`src/rtl/morse_keyer.sv`:
```
// Morse keyer: takes one character code per valid/ready handshake, looks it
// up in the ITU table and keys a single on/off line in tick-based dot units.
//
// state   | meaning
// --------+-----------------------------------------------------------
// S_IDLE  | ready for a character; key off
// S_WAIT  | character latched, waiting for the first unit tick
// S_MARK  | key on for the current element (1 or DASH_UNITS units)
// S_SPACE | one-unit key-off gap between elements of a character
// S_CGAP  | trailing key-off gap (CGAP_UNITS, or WGAP_UNITS for a space)

module morse_keyer #(
    parameter int DASH_UNITS = 3,
    parameter int CGAP_UNITS = 3,
    parameter int WGAP_UNITS = 4
) (
    input  logic       clk,
    input  logic       rst,
    input  logic       tick,
    input  logic       char_valid,
    input  logic [5:0] char_code,
    output logic       char_ready,
    output logic       key,
    output logic       busy,
    output logic       done,
    output logic       err
);

    typedef enum logic [2:0] {
        S_IDLE,
        S_WAIT,
        S_MARK,
        S_SPACE,
        S_CGAP
    } state_t;

    localparam logic [5:0] CODE_WSPACE = 6'd36;

    state_t     state, state_n;
    logic       key_n, done_n, err_n;
    logic [2:0] cnt, cnt_n;
    logic [2:0] idx, idx_n;
    logic [2:0] len_r, len_n;
    logic [4:0] mask_r, mask_n;
    logic       space_r, space_n;
    logic [2:0] tgt, tgt_n;

    logic [2:0] cnt_inc;
    logic [2:0] elem_len;
    logic [7:0] lk;

    // Table entry is {len[2:0], pattern[4:0]}; the pattern is left-aligned so
    // bit 4 is the first element (1 = dash). len 0 marks an invalid code.
    function automatic logic [7:0] lookup(input logic [5:0] c);
        logic [7:0] r;
        case (c)
            6'd0:  r = {3'd2, 5'b01000}; // A .-
            6'd1:  r = {3'd4, 5'b10000}; // B -...
            6'd2:  r = {3'd4, 5'b10100}; // C -.-.
            6'd3:  r = {3'd3, 5'b10000}; // D -..
            6'd4:  r = {3'd1, 5'b00000}; // E .
            6'd5:  r = {3'd4, 5'b00100}; // F ..-.
            6'd6:  r = {3'd3, 5'b11000}; // G --.
            6'd7:  r = {3'd4, 5'b00000}; // H ....
            6'd8:  r = {3'd2, 5'b00000}; // I ..
            6'd9:  r = {3'd4, 5'b01110}; // J .---
            6'd10: r = {3'd3, 5'b10100}; // K -.-
            6'd11: r = {3'd4, 5'b01000}; // L .-..
            6'd12: r = {3'd2, 5'b11000}; // M --
            6'd13: r = {3'd2, 5'b10000}; // N -.
            6'd14: r = {3'd3, 5'b11100}; // O ---
            6'd15: r = {3'd4, 5'b01100}; // P .--.
            6'd16: r = {3'd4, 5'b11010}; // Q --.-
            6'd17: r = {3'd3, 5'b01000}; // R .-.
            6'd18: r = {3'd3, 5'b00000}; // S ...
            6'd19: r = {3'd1, 5'b10000}; // T -
            6'd20: r = {3'd3, 5'b00100}; // U ..-
            6'd21: r = {3'd4, 5'b00010}; // V ...-
            6'd22: r = {3'd3, 5'b01100}; // W .--
            6'd23: r = {3'd4, 5'b10010}; // X -..-
            6'd24: r = {3'd4, 5'b10110}; // Y -.--
            6'd25: r = {3'd4, 5'b11000}; // Z --..
            6'd26: r = {3'd5, 5'b11111}; // 0 -----
            6'd27: r = {3'd5, 5'b01111}; // 1 .----
            6'd28: r = {3'd5, 5'b00111}; // 2 ..---
            6'd29: r = {3'd5, 5'b00011}; // 3 ...--
            6'd30: r = {3'd5, 5'b00001}; // 4 ....-
            6'd31: r = {3'd5, 5'b00000}; // 5 .....
            6'd32: r = {3'd5, 5'b10000}; // 6 -....
            6'd33: r = {3'd5, 5'b11000}; // 7 --...
            6'd34: r = {3'd5, 5'b11100}; // 8 ---..
            6'd35: r = {3'd5, 5'b11110}; // 9 ----.
            default: r = 8'd0;
        endcase
        return r;
    endfunction

    assign char_ready = (state == S_IDLE);
    assign busy       = (state != S_IDLE);
    assign lk         = lookup(char_code);
    assign cnt_inc    = cnt + 3'd1;
    // The pattern register is shifted left per element, so bit 4 is always current.
    assign elem_len   = mask_r[4] ? 3'(DASH_UNITS) : 3'd1;

    // State and output registers with synchronous reset.
    always_ff @(posedge clk) begin
        if (rst) begin
            state   <= S_IDLE;
            key     <= 1'b0;
            done    <= 1'b0;
            err     <= 1'b0;
            cnt     <= 3'd0;
            idx     <= 3'd0;
            len_r   <= 3'd0;
            mask_r  <= 5'd0;
            space_r <= 1'b0;
            tgt     <= 3'd0;
        end else begin
            state   <= state_n;
            key     <= key_n;
            done    <= done_n;
            err     <= err_n;
            cnt     <= cnt_n;
            idx     <= idx_n;
            len_r   <= len_n;
            mask_r  <= mask_n;
            space_r <= space_n;
            tgt     <= tgt_n;
        end
    end

    // Next-state and next-output logic; every timed step advances only on tick.
    always_comb begin
        state_n = state;
        key_n   = key;
        done_n  = 1'b0;
        err_n   = 1'b0;
        cnt_n   = cnt;
        idx_n   = idx;
        len_n   = len_r;
        mask_n  = mask_r;
        space_n = space_r;
        tgt_n   = tgt;

        case (state)
            S_IDLE: begin
                key_n = 1'b0;
                if (char_valid) begin
                    cnt_n = 3'd0;
                    idx_n = 3'd0;
                    if (char_code == CODE_WSPACE) begin
                        space_n = 1'b1;
                        state_n = S_WAIT;
                    end else if (lk[7:5] != 3'd0) begin
                        space_n = 1'b0;
                        len_n   = lk[7:5];
                        mask_n  = lk[4:0];
                        state_n = S_WAIT;
                    end else begin
                        err_n = 1'b1;
                    end
                end
            end
            S_WAIT: begin
                if (tick) begin
                    cnt_n = 3'd0;
                    idx_n = 3'd0;
                    if (space_r) begin
                        tgt_n   = 3'(WGAP_UNITS);
                        state_n = S_CGAP;
                    end else begin
                        key_n   = 1'b1;
                        state_n = S_MARK;
                    end
                end
            end
            S_MARK: begin
                if (tick) begin
                    if (cnt_inc == elem_len) begin
                        key_n = 1'b0;
                        cnt_n = 3'd0;
                        if ((idx + 3'd1) < len_r) begin
                            state_n = S_SPACE;
                        end else begin
                            tgt_n   = 3'(CGAP_UNITS);
                            state_n = S_CGAP;
                        end
                    end else begin
                        cnt_n = cnt_inc;
                    end
                end
            end
            S_SPACE: begin
                if (tick) begin
                    key_n   = 1'b1;
                    idx_n   = idx + 3'd1;
                    mask_n  = {mask_r[3:0], 1'b0};
                    state_n = S_MARK;
                end
            end
            S_CGAP: begin
                if (tick) begin
                    if (cnt_inc == tgt) begin
                        cnt_n   = 3'd0;
                        done_n  = 1'b1;
                        state_n = S_IDLE;
                    end else begin
                        cnt_n = cnt_inc;
                    end
                end
            end
            default: begin
                key_n   = 1'b0;
                state_n = S_IDLE;
            end
        endcase
    end

endmodule

```
`config.mk`:
```
export PLATFORM = sky130hd
export DESIGN_NAME = morse_keyer
export DESIGN_NICKNAME = d
export VERILOG_FILES = /design/src/rtl/morse_keyer.sv
export SDC_FILE = /design/constraint.sdc
export NUM_CORES = 1
export LEC_CHECK = 0
export BUFFER_PORTS_ARGS = -buffer_cell sky130_fd_sc_hd__buf_2
export CAP_MARGIN = 5
export CORE_MARGIN = 4
export CORE_UTILIZATION = 50
export CTS_BUF_LIST = sky130_fd_sc_hd__clkbuf_8
export DETAILED_ROUTE_END_ITERATION = 8
export PLACE_DENSITY_LB_ADDON = 0.2
export SYNTH_ARGS = -nofsm -noshare
export SYNTH_HDL_FRONTEND = slang
export SYNTH_SLANG_ARGS = --single-unit
```
`constraint.sdc`:
```
create_clock -name clk -period 6.9 [get_ports clk]
set_input_delay 1.38 -clock clk [delete_from_list [all_inputs] [get_ports clk]]
set_output_delay 1.38 -clock clk [all_outputs]
set_load 0.02 [all_outputs]
```
==> results by group, run 1 <==
Status
  – Status: completed

Finish
  – Area grow syn2layout: 4.80%
  – Final nets: 253
  – Fillers: 350
  – ANT cells: 0
  – Non-filler instance count after layout: ~280
  – Share of cells above drive strength 1: 0.134

Worst setup path
  – CP required: ~7100 ps
  – CP Data Arrival Time: 3370 ps
  – WS Path Type: in -> reg
  – Worst setup EP type: flip-flop
  – Reg2Reg Depth: 6
  – Startpoint Class: primary input
  – Max Fanout on Critical Path: 9

Synth
  – Post-Syn Area per Cell: 8.23 µm²
  – Cell area after synthesis: 0.00188 mm²
  – Register area share after synthesis: 0.245
  – Ys Warns: 0
  – Post-synth top cells: dfxtp_1 (23), nand2_1 (19), nor2_1 (18), inv_1 (15), a21oi_1 (13)
  – Top_reg_cell synth: dfxtp_1
  – FFs w/ async S/R, synth: 0
  – Top cells by area, synth: dfxtp_1 (25%), ha_1 (6.7%), nand2_1 (3.8%)
  – Cell with the most instances after synthesis: dfxtp_1
  – EDFF count, synth: 0
  – #FFs+latches synth: 23
  – Post-Synthesis Net Count: between 200 and 250
  – Area share of the largest cell type after synthesis: 0.245
  – Synth Instances: 228
  – Largest area contributor in the netlist: dfxtp_1
  – Distinct cell type count of the synthesized netlist: 61

Routing
  – Count of TritonRoute iterations in the first routing pass: 4
  – Post-route ant nets: 0
  – DRC violation total after the first TritonRoute iteration: 117
  – Via Count: 1652
  – Vias per inst: ~5.9
  – Final wirelength: 4.00 mm
  – WL/cell: between 10 and 15 µm
  – Drt drc: 0

STA
  – Maximum clock rate: just over 300 MHz
  – Tcrit/Tclk final: 0.467
  – Crit path time final: approximately 3200 ps
  – Slew Limit Fails: 0
  – Worst-Margin Slew: 497 ps
  – Unrepaired setup endpoints after global routing: false
  – TNS Setup: 0 ps
  – Final Hold Fails: 0
  – Final setup vio count: 0
  – Max-slew headroom: 0.669
  – Worst Skew: 4.80 ps

Global route
  – Vias in the first global route: 1387
  – Global route overflow: 0
  – Total GRT Usage: 0.164
  – Initial antenna violation count: 0
  – Largest net degree at the start of global routing: 25
  – First-pass GRT wire length: approximately 6.7 mm

Pwr
  – Peak VDD IR: 106 µV
  – Pwr dens: 241 mW/mm²
  – P_leak: 0.789 nW

Clock network
  – Number of setup buffers added after CTS: 0
  – Sink Count: 23
  – Largest buffer count on any clock path: 2
  – Root Buffer: clkbuf_8
  – CTS buffer count: 3
  – H-tree Lvls: 1
  – TritonCTS clock tree: built
  – Resize count post-CTS: 0
  – Insertion delay of the later-clocked pin in the worst-skew pair: roughly 260 ps
  – CTS Hold Buffers Added: 0
  – Clk slew on worst S/H paths: 70 ps

Job
  – Max-cap violations: 0

Worst hold path
  – WHS Path Cells: 2
  – Hold crit path type: reg -> reg

Floorplan
  – DIE HEIGHT: 69.3 µm
  – Initial Util: 0.541
  – Core ar.: between 0.003 and 0.004 mm²
  – Cell row count: 21
  – Width of the die: 69.3 µm
  – Die ar.: 0.00480 mm²
  – I/O pins: 15

Placed design
  – Final GP Congestion: 0.889
  – Dpl hpwl: 3.03 mm
  – I/O Buffers: 14
  – DP Cell Count: 274
cell usage in the layout (no fill, tap or decap), drive strengths merged, types with 3 or more instances in the layout:
| cell | n |
|---|---|
| clkbuf | 3 |
| xor2 | 3 |
| o41ai | 4 |
| nand2 | 20 |
| o21a | 3 |
| mux2i | 3 |
| dfxtp | 23 |
| a31oi | 7 |
| nor3b | 3 |
| buf | 14 |
| nand2b | 8 |
| nor4 | 3 |
| nor2b | 6 |
| o21ai | 9 |
| nand3b | 4 |
| nor3 | 6 |
| inv | 18 |
| nor2 | 18 |
| o221ai | 3 |
| ha | 10 |
| mux2 | 3 |
| a21oi | 13 |
| o211ai | 5 |
| nand3 | 3 |
| a211oi | 5 |
critical path, stage by stage:
cell and delay [ps]:
buf_2 160, inv_1 110, ha_1 340, nor2_1 90, o22ai_1 120, a221oi_4 400, nand3_1 190, o311a_1 370
o221a_1 210
path summary, 6_finish.rpt:
kind	to	slack, ps	start
worst max-delay path	state[1]$_SDFFE_PP0P_	3680	char_code[0]
worst min-delay path	cnt[1]$_SDFFE_PP0P_	470	cnt[1]$_SDFFE_PP0P_
worst max register to register	mask_r[4]$_SDFFE_PP0P_	4640	state[0]$_SDFFE_PP0P_
worst min register to register	cnt[1]$_SDFFE_PP0P_	470	cnt[1]$_SDFFE_PP0P_
per-stage QoR:
step	setup WS [ps]	util	hold WS [ps]	power (mW)	area, µm²
after floorplan	3770	-	436	0.350	1880
after global placement	3460	0.554	445	0.395	1920
after detailed placement	3420	0.554	458	0.396	1920
after CTS	3690	0.567	470	0.476	1970
after global routing	3540	0.567	488	0.513	1970
final	3680	0.567	469	0.473	1970
routing by layer:
layer  wire length (µm)  vias to the layer above  GRT usage
li1                   -                      861          -
met1               1950                      751      0.222
met3                138                        4     0.0174
met2               1870                       36      0.275
met5                  0                        -          0
met4                 38                        0     0.0412
cell families (layout without fill, tap and decap cells):
kind of cell               count (synthesis)  count (layout)  share of synthesized area
and+or+nand+nor                           82              82                      0.235
AOI/OAI and AO/OA                         71              71                      0.301
buffers and inverters                     31              35                     0.0780
DFF                                       23              23                      0.245
adders and majority gates                 10              10                     0.0667
muxes                                      7               7                     0.0480
xor gates and xnor gates                   4               4                     0.0260
area by class of cell:
type                       count  area [µm²]  share of cell area
multi-input combinational    174        1270               0.646
sequential                    23         460               0.234
timing repair buffer          14        70.1              0.0356
inverter                      17        63.8              0.0324
tap                           46        57.6              0.0293
clock buffer                   3        41.3              0.0210
clock inverter                 1        3.75             0.00191
power breakdown:
| group | internal, mW | total, mW | switching (mW) |
|---|---|---|---|
| Sequential | 0.150 | 0.172 | 0.0226 |
| Combinational | 0.0845 | 0.221 | 0.137 |
| Clock | 0.0396 | 0.0793 | 0.0397 |
| Total | 0.274 | 0.473 | 0.199 |
state kept, by name (all words and copies together), names as in the netlist:
register	cells
len_r	3
err	1
idx	3
tgt	2
state	3
cnt	3
key	1
space_r	1
mask_r	5
done	1
Power figures use the tool's default switching activity.
==> run 2, diff against run 1 <==
Clock period 6.9 ns to 3.12 ns, I/O delays scaled along.
==> run 2 against run 1 <==
First-iteration DRC count decreased by 15%. Sequential share of layout area decreased by 0.10 points. Global-route usage increased by 0.23 points. Routed wire length increased by 1.3%. Utilization increased by 0.25 points. Critical endpoint unchanged. Hold slack improved by 11 ps. Die area unchanged. Highest routed layer unchanged. Cell area increased by 0.44%. Register-to-register slack got worse by 3800 ps. Largest power group unchanged. Critical path depth unchanged. Largest cell class unchanged.
==> results by group, run 2 (same netlist as run 1, synthesis figures left out) <==
Status
  – Status: completed

STA
  – Final Hold Fails: 0 (unchanged)
  – Final setup vio count: 0 (unchanged)
  – Max-slew headroom: 0.662 (-0.00664)
  – Worst-Margin Slew: 507 ps (+9.96 ps)
  – Unrepaired setup endpoints after global routing: false
  – Final worst slack: 695 ps (-2990 ps)
  – Maximum clock rate: 412 MHz
  – Tcrit/Tclk final: 0.777
  – Crit path time final: 2430 ps
  – Slew Limit Fails: 0 (unchanged)
  – Worst Skew: 7.42 ps (+2.62 ps)
  – TNS Setup: 0 ps (unchanged)

Worst hold path
  – Hold crit path type: reg -> reg

Routing
  – Vias per inst: 5.89 (-0.96%)
  – Drt drc: 0 (unchanged)
  – Final wirelength: 4.05 mm (+1.3%)
  – WL/cell: 14.5 µm (+0.89%)
  – DRC violation total after the first TritonRoute iteration: 99 (-15%)
  – Via Count: 1642 (-0.61%)
  – Count of TritonRoute iterations in the first routing pass: 5 (+1)
  – Post-route ant nets: 0 (unchanged)

Finish
  – Reg with most FFs: mask_r
  – Share of cells above drive strength 1: 0.142 (+0.00801)
  – ANT cells: 0 (unchanged)
  – FF+latch area: 460 µm² (unchanged)
  – Fillers: 336 (-4.0%)
  – Number of flip-flops in the largest register: 5 (unchanged)
  – Final nets: 254 (+0.40%)
  – Commonest non-fill, non-tap cells in the layout: dfxtp_1 (23), nand2_1 (19), nor2_1 (18)
  – Commonest non-fill, non-tap cell in the layout: dfxtp_1
  – Area grow syn2layout: 5.27%
  – Area of the multi-input gates: 0.00127 mm² (unchanged)

Clock network
  – CTS buffer count: 3 (unchanged)
  – TritonCTS clock tree: built
  – Insertion delay of the later-clocked pin in the worst-skew pair: 270 ps (about the same)
  – H-tree Lvls: 1 (unchanged)
  – Root Buffer: clkbuf_8
  – Clk slew on worst S/H paths: 90 ps (+20 ps)
  – Number of setup buffers added after CTS: 0 (unchanged)
  – Resize count post-CTS: 0 (unchanged)
  – Largest buffer count on any clock path: 2 (unchanged)
  – Sink Count: 23 (unchanged)
  – CTS Hold Buffers Added: 0 (unchanged)

Worst setup path
  – Startpoint Class: primary input
  – R2R Setup Slk: 830 ps (-3810 ps)
  – WS Path Type: in -> reg
  – Max Fanout on Critical Path: 9 (unchanged)
  – CP required: 3290 ps (-3760 ps)
  – CP Data Arrival Time: 2600 ps (-770 ps)
  – Worst setup EP type: flip-flop

Pwr
  – P_leak: 0.793 nW (+0.51%)
  – Pwr dens: 541 mW/mm² (+120%)
  – Peak VDD IR: 204 µV (+93%)

Global route
  – Global route overflow: 0 (unchanged)
  – Largest net degree at the start of global routing: 25 (unchanged)
  – Vias in the first global route: 1414 (+1.9%)
  – Total GRT Usage: 0.166 (+0.00230)
  – Initial antenna violation count: 0 (unchanged)
  – First-pass GRT wire length: 6.67 mm (+0.11%)

Placed design
  – Dpl ws: 412 ps (-3000 ps)
  – Dpl hpwl: 3.04 mm (+0.39%)
  – I/O Buffers: 14 (unchanged)
  – Final GP Congestion: 0.889 (about the same)

Floorplan
  – Initial Util: 0.541 (unchanged)
  – DIE HEIGHT: 69.3 µm (unchanged)
  – I/O pins: 15 (unchanged)
  – Die ar.: 0.00480 mm² (unchanged)
  – Core ar.: 0.00347 mm² (unchanged)
  – Cell row count: 21 (unchanged)
  – Width of the die: 69.3 µm (unchanged)

Job
  – Max-cap violations: 0 (unchanged)
## run 2: cell count changes in the layout (fill, tap and decap cells not counted), sizes merged
cell / change
buf: +1
clkinv: +1
inv: -1
## run 2: path summary, 6_finish.rpt
path	from	to	depth (start not counted)
max reg2reg	state[0]$_SDFFE_PP0P_	mask_r[4]$_SDFFE_PP0P_	6
max	char_code[0]	state[1]$_SDFFE_PP0P_	9
min reg2reg	mask_r[1]$_SDFFE_PP0P_	mask_r[1]$_SDFFE_PP0P_	2
min	mask_r[1]$_SDFFE_PP0P_	mask_r[1]$_SDFFE_PP0P_	2
## run 2: per-layer routing
metal / global-route usage / up-vias / share of wire
met5: 0 / - / 0
met3: 0.0174 / 6 / 0.046
li1: - / 855 / -
met2: 0.276 / 47 / 0.47
met4: 0.0586 / 0 / 0.017
met1: 0.221 / 734 / 0.47
## run 2: through the flow
stage	cell area, µm²	utilization	cells	hold slack (ps)	total power [mW]
3_3_place_gp	1930	0.556	275	445	0.876
5_1_grt	1980	0.570	279	512	1.15
2_1_floorplan	1880	-	228	436	0.774
4_1_cts	1980	0.570	279	486	1.07
6_report	1980	0.570	279	480	1.07
3_5_place_dp	1930	0.556	275	474	0.877
## run 2: cell type report
cell class	count	area share
clock inverter	1	0.00253
multi-input combinational	174	0.643
timing repair buffer	15	0.0393
clock buffer	3	0.0209
sequential	23	0.233
inverter	17	0.0323
tap	46	0.0291
## run 2: critical path: stages
cell and delay (ps):
buf_2 160, inv_1 110, ha_1 340, nor2_1 90, o22ai_1 110, a221oi_4 400, nand3_1 190, o311a_1 360
o221a_1 210
## run 2: power by group
group          switching (mW)  internal [mW]
sequential             0.0419          0.331
combinational           0.313          0.189
clock                   0.103         0.0894
total                   0.458          0.610
